## src/rtl/pseudorandom_ff_array.sv

```systemverilog
// rtl/pseudorandom_ff_array.sv - multi-chain throttled XOR flop array for power/toggle stress
// Optional feature macro: STRESS_SIGNATURE_EN (adds 32-bit MISR output signature).
module pseudorandom_ff_array #(
  parameter int NUM_CELLS   = 60,
  parameter int NUM_CHAINS  = 4,
  parameter int RAMP_CYCLES = 256,
  parameter int DUTY_WIDTH  = 4
) (
  input  logic                  clk,
  input  logic                  resetn,
  input  logic                  run,
  input  logic [DUTY_WIDTH-1:0] duty,
  output logic [NUM_CHAINS-1:0] active,
  output logic                  busy,
  output logic                  dummy,
  output logic [15:0]           dummy_address,
  output logic [15:0]           dummy_data
`ifdef STRESS_SIGNATURE_EN
  ,
  output logic [31:0]           signature
`endif
);

  localparam int RW = (RAMP_CYCLES > 1) ? $clog2(RAMP_CYCLES) : 1;
  localparam logic [RW-1:0] RAMP_LAST = RW'(RAMP_CYCLES - 1);
  localparam logic [NUM_CHAINS-1:0] CHAIN_ONE = NUM_CHAINS'(1);

  typedef enum logic [1:0] {IDLE, RAMP_UP, RUN, RAMP_DOWN} state_t;

  state_t                state, state_nxt;
  logic [NUM_CHAINS-1:0] active_nxt;
  logic [RW-1:0]         ramp_cnt, ramp_nxt;
  logic                  ramp_tick;
  logic [DUTY_WIDTH-1:0] phase;
  logic                  step;
  logic [NUM_CHAINS-1:0] cell0;
  logic [31:0]           chain0_low;

  // One chain advance: cells 0..2 fold in the toggle flop and the chain tail,
  // the rest XOR their three predecessors.
  function automatic logic [NUM_CELLS-1:0] chain_next(input logic [NUM_CELLS-1:0] c,
                                                      input logic t);
    logic [NUM_CELLS-1:0] n;
    n[0] = t ^ c[NUM_CELLS-1] ^ c[NUM_CELLS-2];
    n[1] = c[0] ^ t ^ c[NUM_CELLS-1];
    n[2] = c[1] ^ c[0] ^ t;
    n[NUM_CELLS-1:3] = c[NUM_CELLS-2:2] ^ c[NUM_CELLS-3:1] ^ c[NUM_CELLS-4:0];
    return n;
  endfunction

  assign step      = (&duty) | (phase < duty);
  assign ramp_tick = (ramp_cnt == RAMP_LAST);
  assign busy      = (state != IDLE);

  // Free-running throttle phase counter.
  always_ff @(posedge clk) begin
    if (!resetn) phase <= '0;
    else         phase <= phase + 1'b1;
  end

  // Run/stop FSM next state, thermometer mask and ramp counter.
  always_comb begin
    state_nxt  = state;
    active_nxt = active;
    case (state)
      IDLE: begin
        if (run) begin
          state_nxt  = RAMP_UP;
          active_nxt = CHAIN_ONE;
        end
      end
      RAMP_UP: begin
        if (!run)           state_nxt  = RAMP_DOWN;
        else if (&active)   state_nxt  = RUN;
        else if (ramp_tick) active_nxt = (active << 1) | CHAIN_ONE;
      end
      RUN: begin
        if (!run) state_nxt = RAMP_DOWN;
      end
      RAMP_DOWN: begin
        if (run)                 state_nxt  = RAMP_UP;
        else if (active == '0)   state_nxt  = IDLE;
        else if (ramp_tick)      active_nxt = active >> 1;
      end
      default: state_nxt = IDLE;
    endcase
    if ((state_nxt != state) || ramp_tick) ramp_nxt = '0;
    else                                   ramp_nxt = ramp_cnt + 1'b1;
  end

  // FSM state, enable mask and ramp counter registers.
  always_ff @(posedge clk) begin
    if (!resetn) begin
      state    <= IDLE;
      active   <= '0;
      ramp_cnt <= '0;
    end else begin
      state    <= state_nxt;
      active   <= active_nxt;
      ramp_cnt <= ramp_nxt;
    end
  end

  for (genvar k = 0; k < NUM_CHAINS; k++) begin : g_chain
    logic [NUM_CELLS-1:0] c;
    logic                 t;

    // Chain is forced to zero whenever it is (or is about to be) disabled.
    always_ff @(posedge clk) begin
      if (!resetn || !active_nxt[k]) begin
        c <= '0;
        t <= 1'b0;
      end else if (active[k] && step) begin
        c <= chain_next(c, t);
        t <= ~t;
      end
    end

    assign cell0[k] = c[0];
    if (k == 0) begin : g_tap
      assign chain0_low = c[31:0];
    end
  end

  assign dummy         = ^cell0;
  assign dummy_address = chain0_low[15:0];
  assign dummy_data    = chain0_low[31:16];

`ifdef STRESS_SIGNATURE_EN
  // MISR over dummy, x^32+x^22+x^2+x+1, advancing only while stressing.
  always_ff @(posedge clk) begin
    if (!resetn)          signature <= 32'hFFFF_FFFF;
    else if (busy && step) signature <= {signature[30:0],
                                         signature[31] ^ signature[21] ^ signature[1] ^ signature[0]}
                                        ^ {31'b0, dummy};
  end
`endif

endmodule

```

## config.mk

```make
export PLATFORM = sky130hd
export DESIGN_NAME = pseudorandom_ff_array
export DESIGN_NICKNAME = d
export VERILOG_FILES = /design/src/rtl/pseudorandom_ff_array.sv
export SDC_FILE = /design/constraint.sdc
export NUM_CORES = 1
export LEC_CHECK = 0
export CORE_MARGIN = 2
export CORE_UTILIZATION = 33
export DETAILED_ROUTE_END_ITERATION = 7
export PLACE_DENSITY = 0.58
export SLEW_MARGIN = 30
export SYNTH_ARGS = -nofsm -noshare
export SYNTH_HDL_FRONTEND = slang
export SYNTH_SLANG_ARGS = --single-unit
```

## constraint.sdc

```tcl
create_clock -name clk -period 4.9 [get_ports clk]
set_input_delay 0.49 -clock clk [delete_from_list [all_inputs] [get_ports clk]]
set_output_delay 0.49 -clock clk [all_outputs]
set_load 0.03 [all_outputs]
```

Word-level counts from Yosys, hierarchy flattened
Cells that the tools add are included.
Widths: inputs -> output; s select.
{ "totals": {"output_inout_bits": 38, "latch_bits": 0, "inputBits": 7, "memories": 0, "ram_bits": 0, "wordCells": 94, "rom_bits": 0, "register_bits": 262} }
{ "op_classes": {"bitwise": 38, "n_addsub": 2, "n_mul": 0, "n_mux": 15, "shift": 0, "n_reduce_logical": 21, "div_mod_pow": 0, "eq_ne": 5, "order_cmp": 1} }
{ "op_table": {"columns": ["operator", "n"], "rows": [
  ["$xor 57x57->57", 8],
  ["$mux 4", 7],
  ["$xor 1x1->1", 24],
  ["$mux 2", 6],
  ["$pmux 4 s3", 1],
  ["$add 8x1->8 const B", 1],
  ["$eq 8x8->1 const B", 1],
  ["$pmux 2 s4", 1],
  ["$reduce_and 4->1", 2],
  ["$logic_not 1->1", 5],
  ["$logic_or 1x1->1", 5],
  ["$not 1->1", 5],
  ["$add 4x1->4 const B", 1],
  ["$eq 2x2->1 const B", 2],
  ["$logic_and 1x1->1", 4],
  ["$logic_not 4->1", 1],
  ["$lt 4x4->1", 1],
  ["$reduce_xor 4->1", 1],
  ["$eq 2x1->1 const B", 1],
  ["$logic_not 2->1", 1],
  ["$ne 2x2->1", 1],
  ["$reduce_bool 2->1", 1],
  ["$reduce_or 2->1", 1],
  ["$or 1x1->1", 1]
]} }

Depth between registers and ports, before layout
Gate-level depths: netlist (run 1).
{ "depth": {"depth_word": 7, "ltp_mapped": 8, "ltp_nobuf": 6} }

Worst setup path before layout (run 1)
No wires, ideal clock.
{ "synth_timing": {"path_kind": "input -> register", "from": "input duty[1]", "to": "register g_chain[0].c[51]", "t_required_ps": 4830, "setup_time_ps": 70, "path_buffers": 2, "arrival_time_ps": 1975, "path_slack_ps": 2854, "cell_stages": 8, "path_cell_list": "inv_1 > ha_1 > a211oi_2 > o211a_1 > buf_2 > clkbuf_1 > nand2_1 > a21oi_1"} }
{ "synth_via": {"elab_chain_cells": 3, "elab_cells_between_ends": 4, "cone_classes": "1 x order compare; 1 x bitwise; 2 x reduce/logical"} }
{ "synth_lines": {"columns": ["item", "line_no", "text"], "rows": [
  ["start, declared", "12", "input logic [DUTY_WIDTH-1:0] duty,"],
  ["$lt 4x4->1 / $reduce_and 4->1 (equally long branches)", "51", "assign step = (&duty) | (phase < duty);"],
  ["$or 1x1->1 *", "51", null],
  ["$logic_and 1x1->1 *", "113", "end else if (active[k] && step) begin"],
  ["end signal, assigned", "114", "c <= chain_next(c, t);"],
  ["end, declared", "105", "logic [NUM_CELLS-1:0] c;"]
]} }
Mark *: on every way between the ends. The rest lies on a longest branch, timed or not.
A chain may end at the register's enable or synchronous reset.

Final worst setup path (run 1)
{ "layout_timing": {"from": "register g_chain[0].c[0]", "to": "output dummy"} }
{ "layout_via": {"elab_chain_cells": 1} }
{ "layout_lines": {"columns": ["item", "line_no", "text"], "rows": [
  ["$reduce_xor 4->1", "125", "assign dummy = ^cell0;"],
  ["end, declared", "15", "output logic dummy,"]
]} }
No other way between the ends.

==> metrics.md, run 1 <==
| Metric | Value |
|---|---|
| Slowest stage delay, CP | 0.73 ns |
| Largest area contributor in the netlist | dfxtp_1 |
| Number of global-route vias before repair | 9117 |
| Chip width | 202 um |
| CP cell instances | xnor2_1 -> xnor2_1 -> clkdlybuf4s50_1 |
| Asr flop ratio synth | 0% |
| CP top delay family | buffers and inverters |
| CP required | 4.41 ns |
| Count of final setup violators | 0 |
| Via count | 9482 |
| Final period utilization | 56.6% |
| Worst clock skew | 0.0133 ns |
| Rel. slew slack | 41.5% |
| Worst hold path class | reg2reg |
| R2r startpoint | ramp_cnt[0] |
| Clock Tree Buf Depth | 3 |
| Hold path depth | 2 |
| Die Ht | 202 um |
| RSZ-0062 raised after global routing | no |
| Crit path launch | g_chain[0].c[0] |
| TritonCTS clock tree | done |
| Crit path max fanout | 5 |
| First-pass GRT wire length | 42200 um |
| Synthesized flop and latch total | 262 |
| Via density | 4.52 |
| Worst Path Arrival | 2.28 ns |
| Number of flops mapped to enable cells by yosys | 0 |
| Drt drc | 0 |
| CP max stage cell | clkdlybuf4s50_1 |
| H-tree levels | 1 |
| CTS resizes | 0 |
| Sequential area share after synthesis | 40.7% |
| WS Path Type | reg2out |
| Critical Path Start Type | register |
| Worst Reg-to-Reg Cells | 8 |
| Top cells by area, synth | dfxtp_1 41%, xnor2_1 25%, nand2_1 14%, a21oi_1 9.4%, buf_4 1.9% |
| Worst R2R End | g_chain[3].c[18] |
| Max-cap violations | 0 |
| Critical path's most frequent cell | xnor2_1 |
| Worst VDD drop | 0.182 mV |
| HP Start | g_chain[0].c[59] |
| Largest net degree at the start of global routing | 63 |
| Fmax | 0.361 GHz |
| Ports | 45 |
| Worst R2R Setup Slack | 2.36 ns |
| Cell count after synthesis | 1584 |
| Crit path buf inv count | 1 |
| Post-DR wirelength/cell | 11.5 um |
| Final net count | 1571 |
| Layout Cells excl Fill | 2099 |
| Post-synth top flop | dfxtp_1 |
| Worst Setup End Kind | output pin |
| Clock sink count | 262 |
| Register Area | 5250 um2 |
| Stages on worst setup path | 3 |
| DRT Pass-1 Iters | 5 |
| Total Wirelength | 24200 um |
| Antenna viol nets, final | 0 |
| Post-CTS Setup Bufs | 0 |
| Starting DRT DRC Count | 455 |
| Placed cells | 2046 |
| Cell Rows | 72 |
| Std-Cell Core Area | 38600 um2 |
| Tmin final | 2.77 ns |
| Die ar. | 40700 um2 |
| N_diodes | 0 |
| Worst slew pin tran | 0.878 ns |
| Multi-input logic area | 7000 um2 |
| Syn Nets | 1596 |
| Yosys top cell area share | 40.7% |
| Hold buffer count at cts | 0 |
| Synthesis Warnings | 0 |
| Static leakage | 4.07 nW |
| Clk_lat worst skew | 0.54 ns |
| Antenna violations before repair | 2 |
| P&R area growth vs syn | 12.9% |
| Tot GR Track Use | 11.8% |
| Synthesized area | 12900 um2 |
| Starting Density | 33.4% |
| Buffers on Ports | 44 |
| Reg clk slew, reported paths | 0.06 ns |
| Pwr/cell area | 317 nW/um2 |
| Final Hold Viols | 0 |
| Syn_area_per_cell | 8.14 um2 |
| Filler cells | 3912 |
| Status | finished, final reports clean |
| Slew Viols, Final | 0 |
| Dpl hpwl | 14400 um |
| Unique cell type count in the Yosys netlist | 41 |
| CTS buffer count | 28 |
| Grt total ovfl | 0 |
| Layout cells sized above 1 | 5.06% |
| Setup TNS | 0 ns |
| Crit path to | dummy |
| CTS root buf | clkbuf_16 |
| Placer Congestion | 0.715 |
[tightest hold or removal path, delay by kind of cell, from the launching register on]
kind	cells	cell delay, ns
AOI/OAI and AO/OA	1	0.05
and+or+nand+nor	1	0.05
DFF	1	0.32
[kinds of logic after synthesis]
kind of cell             count (synthesis)  synth area share [%]
buffers and inverters                  127                  5.22
adder cells (fa/ha/maj)                  5                 0.485
XOR/XNOR                               380                  25.8
AO/OA/AOI/OAI                          269                  11.3
flip-flops                             262                  40.7
multiplexers                             1                0.0776
AND/OR/NAND/NOR                        540                  16.4
[sequential cells by signal, indices dropped and copies added, names as in the netlist]
name	count
state	2
active	4
g_chain.c	240
ramp_cnt	8
g_chain.t	4
phase	4
[per-stage QoR]
step	util [%]	setup slack [ns]	total power, W	hold slack (ns)	area, um2
floorplan	-	2.85	0.00227	0.426	12900
global placement	34.9	1.73	0.00231	0.443	13500
detailed placement	34.9	1.68	0.00231	0.452	13500
CTS	37.6	2.03	0.00468	0.465	14500
global route	37.7	2.01	0.00479	0.482	14600
finish	37.7	2.13	0.00461	0.464	14600
[per-layer routing]
| layer | up-vias | share of wire, % | track usage, % |
|---|---|---|---|
| li1 | 4958 | - | - |
| met1 | 4389 | 49 | 15.3 |
| met2 | 106 | 45 | 19.8 |
| met3 | 27 | 4.8 | 2.67 |
| met4 | 2 | 1.4 | 2.91 |
| met5 | - | 0.045 | 0 |
[cell usage in the layout, fill, tap and decap left out, types with 4 or more instances in the layout]
cell type	n
nand2_1	487
xnor2_1	375
dfxtp_1	262
a21oi_1	241
clkdlybuf4s50_1	44
clkbuf_16	29
nor2_1	16
buf_4	16
nand3_1	12
inv_1	9
clkbuf_8	9
clkinv_2	6
and2_1	5
o21ai_0	5
xor2_1	5
o211ai_1	5
ha_1	5
bufinv_16	5
nand2b_1	4
o211a_1	4
[synthesized netlist by cell type (3+ instances only)]
cell      number
nand3_1       12
and2_1         5
o21ai_0        5
xor2_1         5
buf_6          5
clkbuf_1      49
nand4_1        3
dfxtp_1      262
o211a_1        6
a21oi_1      241
or2_2          3
ha_1           5
inv_1          9
nor2_1        16
nand2b_1       4
buf_2         28
xnor2_1      375
o211ai_1       5
buf_4         33
nand2_1      487
[how the worst min path moves through the flow]
stage,to,slack (ns)
floorplan,ramp_cnt[0],0.43
global placement,ramp_cnt[0],0.44
detailed placement,ramp_cnt[0],0.45
CTS,g_chain[1].c[57],0.47
global route,g_chain[1].c[57],0.48
finish,g_chain[0].c[59],0.46
[where the power goes]
part	internal, W	total [W]	switching, W
Sequential	0.00214	0.00215	0.0000112
Combinational	0.0000348	0.000119	0.0000838
Clock	0.00147	0.00234	0.000869
[area by class of cell]
type                            count  area share, %
Clock buffer                       40           5.89
Multi-Input combinational cell   1195           48.1
Tap cell                          518           4.45
Inverter                           11          0.284
Timing Repair Buffer               61           3.95
Clock inverter                     12           1.29
Sequential cell                   262           36.0
No activity file was read; power rests on OpenSTA's default activity.
==> run 2, diff against run 1 <==
==> constraint.sdc (replaced) <==
create_clock -name clk -period 2.7 [get_ports clk]
set_input_delay 0.27 -clock clk [delete_from_list [all_inputs] [get_ports clk]]
set_output_delay 0.27 -clock clk [all_outputs]
set_load 0.03 [all_outputs]
==> metrics.md, run 2 (synthesis gave the netlist of run 1 again) <==
| Metric | Value |
|---|---|
| Final Hold Viols | 0 |
| Max-cap violations | 0 |
| Static leakage | 4.09 nW |
| Die Ht | 202 um |
| DRT Pass-1 Iters | 5 |
| Ports | 45 |
| Dpl hpwl | 14400 um |
| WS Path Type | reg2out |
| Antenna violations before repair | 0 |
| Combinational power share | 2.9% |
| Clock Tree Buf Depth | 3 |
| R2r startpoint | ramp_cnt[0] |
| Count of final setup violators | 0 |
| Layout cells sized above 1 | 5.05% |
| Post-DR wirelength/cell | 11.4 um |
| First-pass GRT wire length | 42200 um |
| Reg power frac | 49.1% |
| Worst Path Arrival | 2.19 ns |
| Tot GR Track Use | 11.8% |
| CP top delay family | buffers and inverters |
| M1 GR Usage | 15.2% |
| Global-route layer with the greatest usage | met2 |
| Die ar. | 40700 um2 |
| Via density | 4.49 |
| Worst VDD drop | 0.399 mV |
| Cell Rows | 72 |
| Slowest stage delay, CP | 0.71 ns |
| N_diodes | 0 |
| Rel. slew slack | 53.6% |
| Final period utilization | 91.0% |
| Std-Cell Core Area | 38600 um2 |
| CTS resizes | 0 |
| CP cell instances | xnor2_1 -> xnor2_1 -> clkdlybuf4s50_1 |
| Clock sink count | 262 |
| Buffers on Ports | 44 |
| CP max stage cell | clkdlybuf4s50_1 |
| CTS root buf | clkbuf_16 |
| Critical Path Start Type | register |
| Via count | 9445 |
| Most common cell after layout, fill and taps aside | nand2_1 |
| Clk_lat worst skew | 0.54 ns |
| Crit path buf inv count | 1 |
| RSZ-0062 raised after global routing | no |
| Worst slew pin tran | 0.695 ns |
| Chip width | 202 um |
| Slew Viols, Final | 0 |
| Final Util | 37.8% |
| CP required | 2.43 ns |
| Biggest register | g_chain.c |
| Antenna viol nets, final | 0 |
| Final setup margin | 0.243 ns |
| Worst Setup End Kind | output pin |
| Number of global-route vias before repair | 9266 |
| Crit path max fanout | 4 |
| Starting Density | 33.4% |
| Clock Power Share | 48.1% |
| Drt drc | 0 |
| Post-CTS Setup Bufs | 0 |
| Largest regs | g_chain.c x240, ramp_cnt x8 |
| Final net count | 1576 |
| Tmin final | 2.46 ns |
| Worst clock skew | 0.0132 ns |
| Fmax | 0.407 GHz |
| CTS buffer count | 29 |
| H-tree levels | 1 |
| Most frequent cells in the layout | 487 x nand2_1, 375 x xnor2_1, 262 x dfxtp_1 |
| Status | finished, final reports clean |
| Grt total ovfl | 0 |
| Placer Congestion | 0.733 |
| Pwr/cell area | 544 nW/um2 |
| Total Wirelength | 24000 um |
| Hold buffer count at cts | 0 |
| Setup TNS | 0 ns |
| Met2 usage in global routing | 19.9% |
| Power Internal | 0.00622 W |
| TritonCTS clock tree | done |
| Psw | 0.00172 W |
| Starting DRT DRC Count | 460 |
| Net Sw Frac | 21.7% |
| Critical path's most frequent cell | xnor2_1 |
| Crit path launch | g_chain[3].c[0] |
| Worst hold path class | reg2reg |
| Place WS | 0.340 ns |
| Number of flip-flops in the largest register | 240 |
| HP Start | ramp_cnt[0] |
| Largest net degree at the start of global routing | 63 |
| P&R area growth vs syn | 13.3% |
| Reg clk slew, reported paths | 0.06 ns |
| Met3 Track Usage GR | 2.56% |
## run 2: cell count changes in the layout (fill, tap and decap cells not counted), sizes merged
cell,delta
bufinv,-4
clkbuf,+3
buf,+4
clkinv,+2
clkinvlp,-1
## run 2: worst reg2reg max path, delay by kind of cell, from the launching register on
kind	cells	cell delay, ns
buf+inv	1	0.35
simple gates	2	0.62
flops	1	0.36
compound gates	3	0.66
fa+ha+maj	1	0.24
## run 2: final cells by class
class / instances / area [um2]
timing repair buffer: 65 / 748
clock inverter: 9 / 70.1
inverter: 11 / 41.3
multi-input combinational: 1195 / 7000
fill: 3914 / 24000
tap: 518 / 648
sequential: 262 / 5250
clock buffer: 43 / 858
## run 2: power groups by stage
stage	Clock (W)	Combinational [W]	Sequential [W]
floorplan	0	0.000150	0.00397
global placement	0	0.000232	0.00398
detailed placement	0	0.000230	0.00398
CTS	0.00396	0.000231	0.00390
global route	0.00412	0.000250	0.00390
finish	0.00382	0.000227	0.00390
## run 2: final timing paths
path | endpoint | slack, ns | cells past startpoint
setup reg to reg | g_chain[0].c[6] | 0.40 | 7
hold / removal | ramp_cnt[0] | 0.45 | 1
hold reg to reg | ramp_cnt[0] | 0.45 | 1
setup / recovery | dummy | 0.24 | 3
## run 2: stage by stage
stage | area (um2) | instances | hold slack, ns | total power (W)
after floorplan | 12900 | 1584 | 0.426 | 0.00412
after CTS | 14600 | 2103 | 0.459 | 0.00809
after global routing | 14600 | 2103 | 0.479 | 0.00826
after detailed placement | 13700 | 2051 | 0.445 | 0.00421
final | 14600 | 2103 | 0.454 | 0.00795
after global placement | 13700 | 2051 | 0.446 | 0.00421
## run 2: metal layers
layer | share of wire (%) | vias to the layer above | wire, um
met3 | 4.4 | 23 | 1050
met4 | 1.7 | 0 | 409
met5 | 0 | - | 0
li1 | - | 4974 | -
met2 | 45 | 98 | 10700
met1 | 49 | 4350 | 11800
